**src/rtl/half_sub_struct.sv**
```systemverilog
// Structural 1-bit half subtractor (A - Bin) with registered copy and saturating borrow counter.
// Optional build macro HALF_SUB_SELFCHECK_EN adds a sticky chk_err output fed by a behavioural reference.
module half_sub_struct #(
  parameter int CNT_W   = 8,
  parameter int REG_OUT = 1
) (
  input  logic             clk,
  input  logic             rst_n,
  input  logic             A,
  input  logic             Bin,
  output logic             D,
  output logic             Bout,
  output logic             D_q,
  output logic             Bout_q,
  output logic [CNT_W-1:0] borrow_cnt,
  output logic             cnt_sat
`ifdef HALF_SUB_SELFCHECK_EN
  ,
  output logic             chk_err
`endif
);

  logic             a_n;
  logic [CNT_W-1:0] cnt_reg;

  // Gate-level core: valid regardless of clock or reset.
  xor g_xor (D, A, Bin);
  not g_not (a_n, A);
  and g_and (Bout, a_n, Bin);

  generate
    if (REG_OUT != 0) begin : g_reg_out
      logic d_q_reg;
      logic bout_q_reg;

      always_ff @(posedge clk or negedge rst_n) begin
        if (!rst_n) begin
          d_q_reg    <= 1'b0;
          bout_q_reg <= 1'b0;
        end else begin
          d_q_reg    <= D;
          bout_q_reg <= Bout;
        end
      end

      assign D_q    = d_q_reg;
      assign Bout_q = bout_q_reg;
    end else begin : g_no_reg_out
      assign D_q    = 1'b0;
      assign Bout_q = 1'b0;
    end
  endgenerate

  assign cnt_sat    = &cnt_reg;
  assign borrow_cnt = cnt_reg;

  // Count borrow edges, holding at all-ones instead of wrapping.
  always_ff @(posedge clk or negedge rst_n) begin
    if (!rst_n) begin
      cnt_reg <= '0;
    end else if (Bout && !cnt_sat) begin
      cnt_reg <= cnt_reg + CNT_W'(1);
    end
  end

`ifdef HALF_SUB_SELFCHECK_EN
  logic [1:0] ref_diff;
  logic       chk_err_reg;

  assign ref_diff = {1'b0, A} - {1'b0, Bin};

  always_ff @(posedge clk or negedge rst_n) begin
    if (!rst_n) begin
      chk_err_reg <= 1'b0;
    end else if ({Bout, D} != ref_diff) begin
      chk_err_reg <= 1'b1;
    end
  end

  assign chk_err = chk_err_reg;
`endif

endmodule

```
**config.mk**
```make
export PLATFORM = sky130hd
export DESIGN_NAME = half_sub_struct
export DESIGN_NICKNAME = d
export VERILOG_FILES = /design/src/rtl/half_sub_struct.sv
export SDC_FILE = /design/constraint.sdc
export NUM_CORES = 1
export LEC_CHECK = 0
export ABC_CLOCK_PERIOD_IN_PS = 1300
export CELL_PAD_IN_SITES_DETAIL_PLACEMENT = 2
export CELL_PAD_IN_SITES_GLOBAL_PLACEMENT = 2
export CORE_ASPECT_RATIO = 0.8
export CORE_MARGIN = 8
export CORE_UTILIZATION = 23
export DETAILED_ROUTE_END_ITERATION = 7
export PLACE_DENSITY = 0.74
export SYNTH_ARGS = -nofsm -noshare
export SYNTH_HDL_FRONTEND = slang
export SYNTH_SLANG_ARGS = --single-unit
```
**constraint.sdc**
```tcl
create_clock -name clk -period 1.3 [get_ports clk]
set_input_delay 0.13 -clock clk [delete_from_list [all_inputs] [get_ports clk]]
set_output_delay 0.13 -clock clk [all_outputs]
set_load 0.05 [all_outputs]
```
==> results_dict.tcl <==
set metrics [dict create \
    wl_per_cell_um 21.06 \
    clockRootBuffer "clkbuf_4" \
    ys_seq_area_frac 0.5305 \
    drive_above_1_share 0.7051 \
    regToRegSetupSlack_ns -0.08 \
    total_leakage_power_nw 0.4407 \
    setup_slack_ns -0.1484 \
    drt-total-wl_um 2148 \
    path_clk_slew_ns 0.07 \
    min_period_over_period 1.114 \
    postSynthCellCount 41 \
    critPathLaunchType "flip-flop" \
    numCtsBuffers 3 \
    rsz0062_at_grt "yes" \
    synth_top_area_frac 0.5305 \
    syn2layout_area_growth_pct 119.9 \
    multi_input_area_um2 281.5 \
    synthArstFlopShare 1.000 \
    cts_tree "built" \
    cp.arrival_ns 1.32 \
    critPathCaptureType "output pin" \
    hold_ws_ns 0.1816 \
    synth-seq-cells 10 \
    dr.pass1.iters 3 \
    cts.sinks 10 \
    ant_nets 0 \
    tightest_slew_ns 0.4910 \
    vias 485 \
    place.port_buffers 16 \
    max_freq_ghz 0.6904 \
    hold_path.class "in2async" \
    antenna_found_initial 0 \
    register_area_um2 260.3 \
    clk-insertion-delay-late_ns 0.27 \
    grt_max_degree 11 \
    grt-ovfl-total 0 \
    core-area_um2 1909 \
    htree_levels 1 \
    via_per_inst 4.755 \
    post_synth_main_area_contributors "dfrtp_1 53%, a21oi_1 6.4%, and4_1 5.6%" \
    gp_congestion 0.7075 \
    required_ns 1.17 \
    yosysWarnings 0 \
    clock_path_buffers 2 \
    final_cells 102 \
    fp.dieW_um 66.63 \
    first_iter_violations 8 \
    use_met1 0.1403 \
    maxCapViolations 0 \
    ctsHoldBuffers 0 \
    grt_pass1_vias 553 \
    ys.flop_type "dfrtp_1" \
    dieArea_um2 3765 \
    die_h_um 56.51 \
    synth_top_cell_by_area "dfrtp_1" \
    synth_edf_count 0 \
    ir_drop_uv 1316 \
    synthesis.area_um2 471.7 \
    drc 0 \
    initial_core_util 0.2471 \
    dp_hpwl_um 1346 \
    grt_pass1_wl_um 3118 \
    syn_nets 47 \
    rr_worst_depth 6 \
    fin_skew_ns 0.0004013 \
    yosysMostFrequentCell "dfrtp_1" \
    avgSynthCellArea_um2 11.50 \
    fin_crit_ns 1.448 \
    p_per_area_nw_per_um2 2186 \
    drv_slew 0 \
    grt_util_met3 0.05743 \
    path_max_fanout 2 \
    setup_viol 3 \
    pre_cts_ws_ns -0.2382 \
    yosysUniqueCellTypes 20 \
    grt.total_usage 0.1105 \
    p_total_w 0.002267 \
    synthTopCellsByCount "10 x dfrtp_1, 6 x a21oi_1, 3 x and4_1, 3 x xnor2_1" \
    place_inst 91 \
    relSlewSlack 0.6717 \
    status "complete, but fails checks" \
    row_count 14 \
    io_pins 17 \
    grtUsageMet2 0.1621 \
    diodes 0 \
    violations "negative setup slack" \
    crit_type "reg2out" \
    final_nets 85 \
    top_usage_layer "met2" \
    tns_ns -0.2633 \
    nFillCells 178 \
    hold_viol 0 \
]
==> registers in the layout, summed over array words and instances (netlist names) <==
signal,count
borrow_cnt,8
Bout_q,1
D_q,1
==> worst paths after layout <==
kind	from	end
setup / recovery	borrow_cnt[0]	cnt_sat
hold / removal	rst_n	borrow_cnt[3]
setup reg to reg	borrow_cnt[0]	borrow_cnt[5]
hold reg to reg	borrow_cnt[4]	borrow_cnt[4]
max in group asynchronous	rst_n	borrow_cnt[2]
min in group clk	borrow_cnt[4]	borrow_cnt[4]
==> power breakdown <==
part           internal [W]  switching (W)
combinational      0.000702       0.000722
sequential         0.000426       0.000120
clock              0.000170       0.000127
==> critical path, stage by stage, from the launching register on <==
cell     delay (ns)
dfrtp_2        0.40
ha_4           0.16
nand3_4        0.10
buf_6          0.14
nor2_4         0.10
buf_12         0.14
==> cell usage in the layout, fill, tap and decap left out, types with 2 or more instances in the layout <==
master / count
buf_4: 16
buf_12: 13
dfrtp_2: 8
a21oi_1: 4
xnor2_1: 3
clkbuf_4: 3
clkdlybuf4s50_1: 3
dfrtp_1: 2
a21oi_2: 2
a31oi_1: 2
ha_4: 2
==> kinds of logic (layout without fill, tap and decap cells) <==
kind of cell    count (synthesis)  count (layout)  share of synthesized area
mux                             1               1                    0.02387
fa+ha+maj                       2               2                    0.05304
xor+xnor                        4               4                    0.07428
buf+inv                         2              39                    0.01592
flops                          10              10                     0.5305
simple gates                   10              10                     0.1512
compound gates                 12              12                     0.1512
==> per-layer routing <==
layer,share of wire,vias up
met2,0.52,9
met4,0,0
met3,0.048,0
li1,-,227
met1,0.43,249
met5,0,-
==> metrics by stage <==
step	area (um^2)	utilization
floorplan	511.7	-
finish	1037	0.5433
global placement	907.1	0.4751
global route	1037	0.5433
CTS	974.7	0.5105
detailed placement	907.1	0.4751
==> repair_timing <==
action | 4_1_cts | 5_1_grt
buffers inserted | 3 | 4
pin swaps | 1 | 3
setup endpoints to repair | 1 | 9
resized for setup | 2 | 8
==> area by class of cell <==
class / count / share of cell area
clock buffers: 4 / 0.03498
multi-input cells: 29 / 0.2714
inverters: 2 / 0.007238
well taps: 24 / 0.02895
repair buffers: 33 / 0.4065
flip-flops and latches: 10 / 0.2509
Note: power is estimated with default switching activity, not from simulation.
==> RTL edit 1, RTL diff (config.mk and constraints unchanged) <==
`CNT_W`: 8 -> 6.
--- a/src/rtl/half_sub_struct.sv
+++ b/src/rtl/half_sub_struct.sv
@@ -1,7 +1,7 @@
 // Structural 1-bit half subtractor (A - Bin) with registered copy and saturating borrow counter.
 // Optional build macro HALF_SUB_SELFCHECK_EN adds a sticky chk_err output fed by a behavioural reference.
 module half_sub_struct #(
-  parameter int CNT_W   = 8,
+  parameter int CNT_W   = 6,
   parameter int REG_OUT = 1
 ) (
   input  logic             clk,
Interface: changed (resized borrow_cnt); port bits go from 17 to 15. The function was not compared with the original's and may differ.
==> RTL edit 1 against the original RTL <==
Worst setup slack improved by 0.16 ns; sequential share of layout area grew 1.2 points; clock skew is 0.0056 ns higher; area after synthesis down 22%; total power down 10%; routed wire length fell by 35%; sequential cell count down 2; largest cell class unchanged; synthesized cell count fell by 20%; hold slack lost 0.013 ns; utilization down 3.7 points; final area down 24%; critical path depth shrank 1; largest power group unchanged.
==> RTL edit 1: results (changes against the original RTL) <==
stage;metric;value;unit;change
outcome;status;finished, final reports clean;;
drt;Routed wire per std cell;17.4;microns;-17%
cells_and_area;Diodes inserted;0;;unchanged
clocking;Worst-Skew Late Latency;0.26;ns;
cells_and_area;Layout fillers;160;;-10%
global_routing;first-pass GRT wire length;2.13;mm;-32%
worst_setup_path;crit path max-delay cell type;dfrtp_2;;
clocking;CTS Buffer Depth;2;;unchanged
worst_setup_path;Critical Path AT;1.16;ns;-0.16 ns
logic_synthesis;most instantiated cells after synthesis;8 x dfrtp_1, 3 x inv_1, 3 x nand4_1;;
clocking;H-Tree Depth;1;;unchanged
placement;Routability Congestion;0.718;;+1.5%
clocking;clk slew on worst S/H paths;0.06;ns;
global_routing;vias in the first global route;421;;-24%
logic_synthesis;post-synthesis sequential area ratio;54.6;%;+1.6 points
global_routing;pin count of the biggest net entering global routing;9;;-2
sta;Final Skew;0.00603;ns;+0.00563 ns
logic_synthesis;largest cells by area after synthesis;dfrtp_1 55%, ha_1 6.8%, mux2_2 6.1%;;
cells_and_area;Final #Nets;66;;-22%
cells_and_area;layout cell share with drive strength beyond 1;62.1;%;-8.4 points
worst_setup_path;Crit path max-delay family;flip-flops;;
logic_synthesis;Syn Nets;39;;-17%
logic_synthesis;FFs w/ async S/R, synth;100;%;unchanged
power_and_ir_drop;Max VDD drop;1.41;mV;+6.9%
drt;initial DRC count;4;;-4
cells_and_area;max FFs per register;6;;-2
logic_synthesis;Netlist cell types;17;;-15%
drt;DR vias/cell;4.38;;-8.0%
global_routing;initial antenna violation count;0;;unchanged
placement;PortBufs;14;;-2
worst_setup_path;CP peak stage delay;0.39;ns;
placement;detailed placement HPWL;1.03;mm;-23%
clocking;CTS Buf Count;3;;unchanged
sta;Slew @ Worst Pin;0.405;ns;-0.0861 ns
worst_setup_path;Max FO, Critical Path;3;;+1
power_and_ir_drop;Leak;0.000345;uW;-22%
placement;dpl cell area;738;sq um;-19%
logic_synthesis;yosys warns;0;;unchanged
hold_path;HP Class;input port to async pin;;
global_routing;overall global routing resource usage;9.76;%;-1.3 points
drt;Pre-Repair DR Iteration Count;2;;-1
RTL edit 1: layer usage:
metal | global-route usage, % | part of all wire [%] | routed length [microns]
met3 | 5.41 | 5.2 | 72
met5 | 0 | 0 | 0
met2 | 17.9 | 59 | 818
met4 | 1.16 | 0 | 0
met1 | 9.65 | 36 | 504
RTL edit 1: cell families after synthesis:
kind of cell | after synthesis | synth area share (%)
buf+inv | 3 | 3.07
flops | 8 | 54.6
simple gates | 11 | 15.7
compound gates | 5 | 8.19
fa+ha+maj | 2 | 6.82
mux | 3 | 9.21
xor+xnor | 1 | 2.39
RTL edit 1: stage by stage:
stage	util, %	std cells	setup WS, ns	total power (uW)
finish	50.6	80	0.0128	2040
global route	50.6	80	-0.0311	2150
CTS	49.5	79	-0.0358	2040
detailed placement	47.3	76	-0.271	1800
global placement	47.3	76	-0.207	1760
floorplan	-	33	-0.125	1100
RTL edit 1: timing repair:
item | in CTS | in global routing
setup endpoints to repair | 4 | 5
gates cloned | 0 | 0
pin swaps | 2 | 1
gates resized for setup | 3 | 1
buffers inserted | 0 | 1
RTL edit 1: area by class of cell:
type | count | share of cell area, %
clock buffer | 3 | 2.85
inverter | 3 | 1.42
multi-input combinational | 22 | 26.7
sequential | 8 | 26.3
tap | 22 | 3.48
timing repair buffer | 22 | 39.2
RTL edit 1: where the power goes:
part	switching, uW	internal (uW)	leakage, uW
logic	692	650	0.000244
clock network	87.1	106	0.0000138
registers	141	361	0.0000881
total	920	1120	0.000345
RTL edit 1: path summary, 6_finish.rpt:
check | from | cells after the start | end | slack, ns
min in group clk | Bin | 2 | Bout_q$_DFF_PN0_ | 0.59
hold reg to reg | borrow_cnt[4]$_DFFE_PN0P_ | 2 | borrow_cnt[4]$_DFFE_PN0P_ | 0.62
max in group asynchronous | rst_n | 1 | borrow_cnt[3]$_DFFE_PN0P_ | 0.82
hold / removal | rst_n | 1 | D_q$_DFF_PN0_ | 0.17
setup reg to reg | borrow_cnt[4]$_DFFE_PN0P_ | 3 | borrow_cnt[5]$_DFFE_PN0P_ | 0.06
setup / recovery | borrow_cnt[1]$_DFFE_PN0P_ | 4 | cnt_sat | 0.01
==> RTL edit 2, RTL diff (same flow settings) <==
Without the edit above. Register the output `borrow_cnt` once more; this adds one clock of latency there. The other outputs are not delayed to match.
--- a/src/rtl/half_sub_struct.sv
+++ b/src/rtl/half_sub_struct.sv
@@ -52,7 +52,9 @@
   endgenerate
 
   assign cnt_sat    = &cnt_reg;
-  assign borrow_cnt = cnt_reg;
+  always_ff @(posedge clk) begin
+    borrow_cnt <= cnt_reg;
+  end
 
   // Count borrow edges, holding at all-ones instead of wrapping.
   always_ff @(posedge clk or negedge rst_n) begin
Function: changed (Yosys sat finds a counterexample within 4 cycles, from zero or initial values and one cycle with rst_n low).
==> RTL edit 2 against the original RTL <==
The flow still finishes with violations (setup timing); total power up 14%; die area up 25%; utilization down 9.7 points; worst setup slack worse by 0.0081 ns; sequential share of layout area up 9.6 points; combinational power down 8%; final area up 15%; critical path type unchanged; largest power group unchanged; routed wire length down 5.5%; sequential cell count up 8; register-to-register slack worse by 0.02 ns; critical path depth down 1; highest routed layer is now met4; non-clock buffer count down 1; area after synthesis up 34%.
==> RTL edit 2: results (changes against the original RTL) <==
stage;metric;value;unit;change
drt;DR vias/cell;4.39;;-7.7%
clocking;setup bufs post-CTS;5;;+2
worst_setup_path;Crit path max-delay family;flip-flops;;
clocking;Worst-Skew Late Latency;0.30;ns;+0.03 ns
drt;Pre-Repair DR Iteration Count;2;;-1
logic_synthesis;post-synthesis sequential area ratio;65.0;%;+12 points
placement;dpl cell area;1070;sq um;+18%
logic_synthesis;Cells after Synth;49;;+20%
power_and_ir_drop;Logic power comb;1300;uW;-8%
logic_synthesis;Netlist cell types;21;;+5.0%
sta;setup tns final;-0.411;ns;-0.148 ns
global_routing;overall global routing resource usage;8.67;%;-2.4 points
placement;pre-CTS WS;-0.254;ns;-0.0160 ns
global_routing;vias in the first global route;625;;+13%
drt;Routed wire per std cell;16.5;microns;-22%
logic_synthesis;post-synthesis mux area share;1.78;%;-0.61 points
outcome;failing checks;setup timing;;
logic_synthesis;Synth Area in Adders;3.96;%;-1.3 points
sta;fin worst setup slack;-0.156;ns;-0.00807 ns
cells_and_area;Final #Nets;92;;+8.2%
power_and_ir_drop;sequential cell fraction of total power;36.3;%;+12 points
cells_and_area;layout cell share with drive strength beyond 1;58.8;%;-12 points
logic_synthesis;xor and xnor area share after synthesis;5.54;%;-1.9 points
drt;initial DRC count;6;;-2
global_routing;met1 Use GR;8.89;%;-5.1 points
worst_setup_path;crit path max-delay cell type;dfrtp_2;;
power_and_ir_drop;Seq group;939;uW;+72%
logic_synthesis;Synth Area in Compound Gates;11.3;%;-3.8 points
cells_and_area;fin cells;123;;+21%
power_and_ir_drop;Leak;0.000502;uW;+14%
sta;Final Skew;0.00473;ns;+0.00433 ns
global_routing;first-pass GRT wire length;3.05;mm;-2.2%
logic_synthesis;Syn Nets;55;;+17%
global_routing;grt met3 use;2.56;%;-3.2 points
worst_setup_path;Max FO, Critical Path;4;;+2
power_and_ir_drop;P_sw;1000;uW;+3.2%
sta;Slew @ Worst Pin;0.496;ns;+0.00522 ns
outcome;status;finished, violations left;;
clocking;post-cts resize count;6;;+4
placement;Post-Place Cells;112;;+23%
global_routing;met2 Usage GRT;14.8;%;-1.4 points
logic_synthesis;largest cells by area after synthesis;dfrtp_1 40%, dfxtp_1 25%, a21oi_1 4.8%;;
clocking;H-Tree Depth;1;;unchanged
clocking;clk slew on worst S/H paths;0.11;ns;+0.04 ns
placement;Routability Congestion;0.769;;+8.7%
logic_synthesis;most instantiated cells after synthesis;10 x dfrtp_1, 8 x dfxtp_1, 6 x a21oi_1, 3 x and4_1, 3 x xnor2_1;;
sta;final setup fails;5;;+2
logic_synthesis;FFs w/ async S/R, synth;55.6;%;-44 points
worst_setup_path;Critical Path AT;1.33;ns;
power_and_ir_drop;Max VDD drop;0.705;mV;-46%
placement;detailed placement HPWL;1.37;mm;+2.1%
RTL edit 2: cell families after synthesis:
| family | count (synthesis) |
|---|---|
| AOI/OAI and AO/OA | 12 |
| buffers and inverters | 2 |
| xor gates and xnor gates | 4 |
| muxes | 1 |
| DFF | 18 |
| adders and majority gates | 2 |
| and+or+nand+nor | 10 |
RTL edit 2: area by class of cell:
| class | instances | area [sq um] |
|---|---|---|
| Multi-Input combinational cell | 29 | 275 |
| Timing Repair Buffer | 32 | 414 |
| Tap cell | 38 | 47.5 |
| Fill cell | 279 | 1480 |
| Sequential cell | 18 | 415 |
| Inverter | 2 | 7.51 |
| Clock buffer | 4 | 36.3 |
RTL edit 2: worst paths after layout:
kind | start | to | slack, ns | depth (start not counted)
min in group clk | cnt_reg[4]$_DFFE_PN0P_ | borrow_cnt[4]$_DFF_P_ | 0.44 | 0
hold / removal | rst_n | Bout_q$_DFF_PN0_ | 0.15 | 1
max in group asynchronous | rst_n | cnt_reg[5]$_DFFE_PN0P_ | 0.78 | 1
setup / recovery | cnt_reg[4]$_DFFE_PN0P_ | cnt_sat | -0.16 | 4
setup reg to reg | cnt_reg[1]$_DFFE_PN0P_ | cnt_reg[1]$_DFFE_PN0P_ | -0.10 | 5
hold reg to reg | cnt_reg[4]$_DFFE_PN0P_ | borrow_cnt[4]$_DFF_P_ | 0.44 | 0
RTL edit 2: per-layer routing:
metal / part of all wire, % / vias to the layer above / wire [microns]
met4: 2.5 / 0 / 51
met5: 0 / - / 0
met1: 36 / 278 / 730
li1: - / 247 / -
met2: 58 / 11 / 1170
met3: 3.7 / 4 / 76
RTL edit 2: worst reg2reg max path: stages, from the launching register on:
cell     delay (ns)
dfrtp_1        0.41
ha_4           0.17
nand3_4        0.07
buf_4          0.14
o21ai_2        0.17
mux2_1         0.34
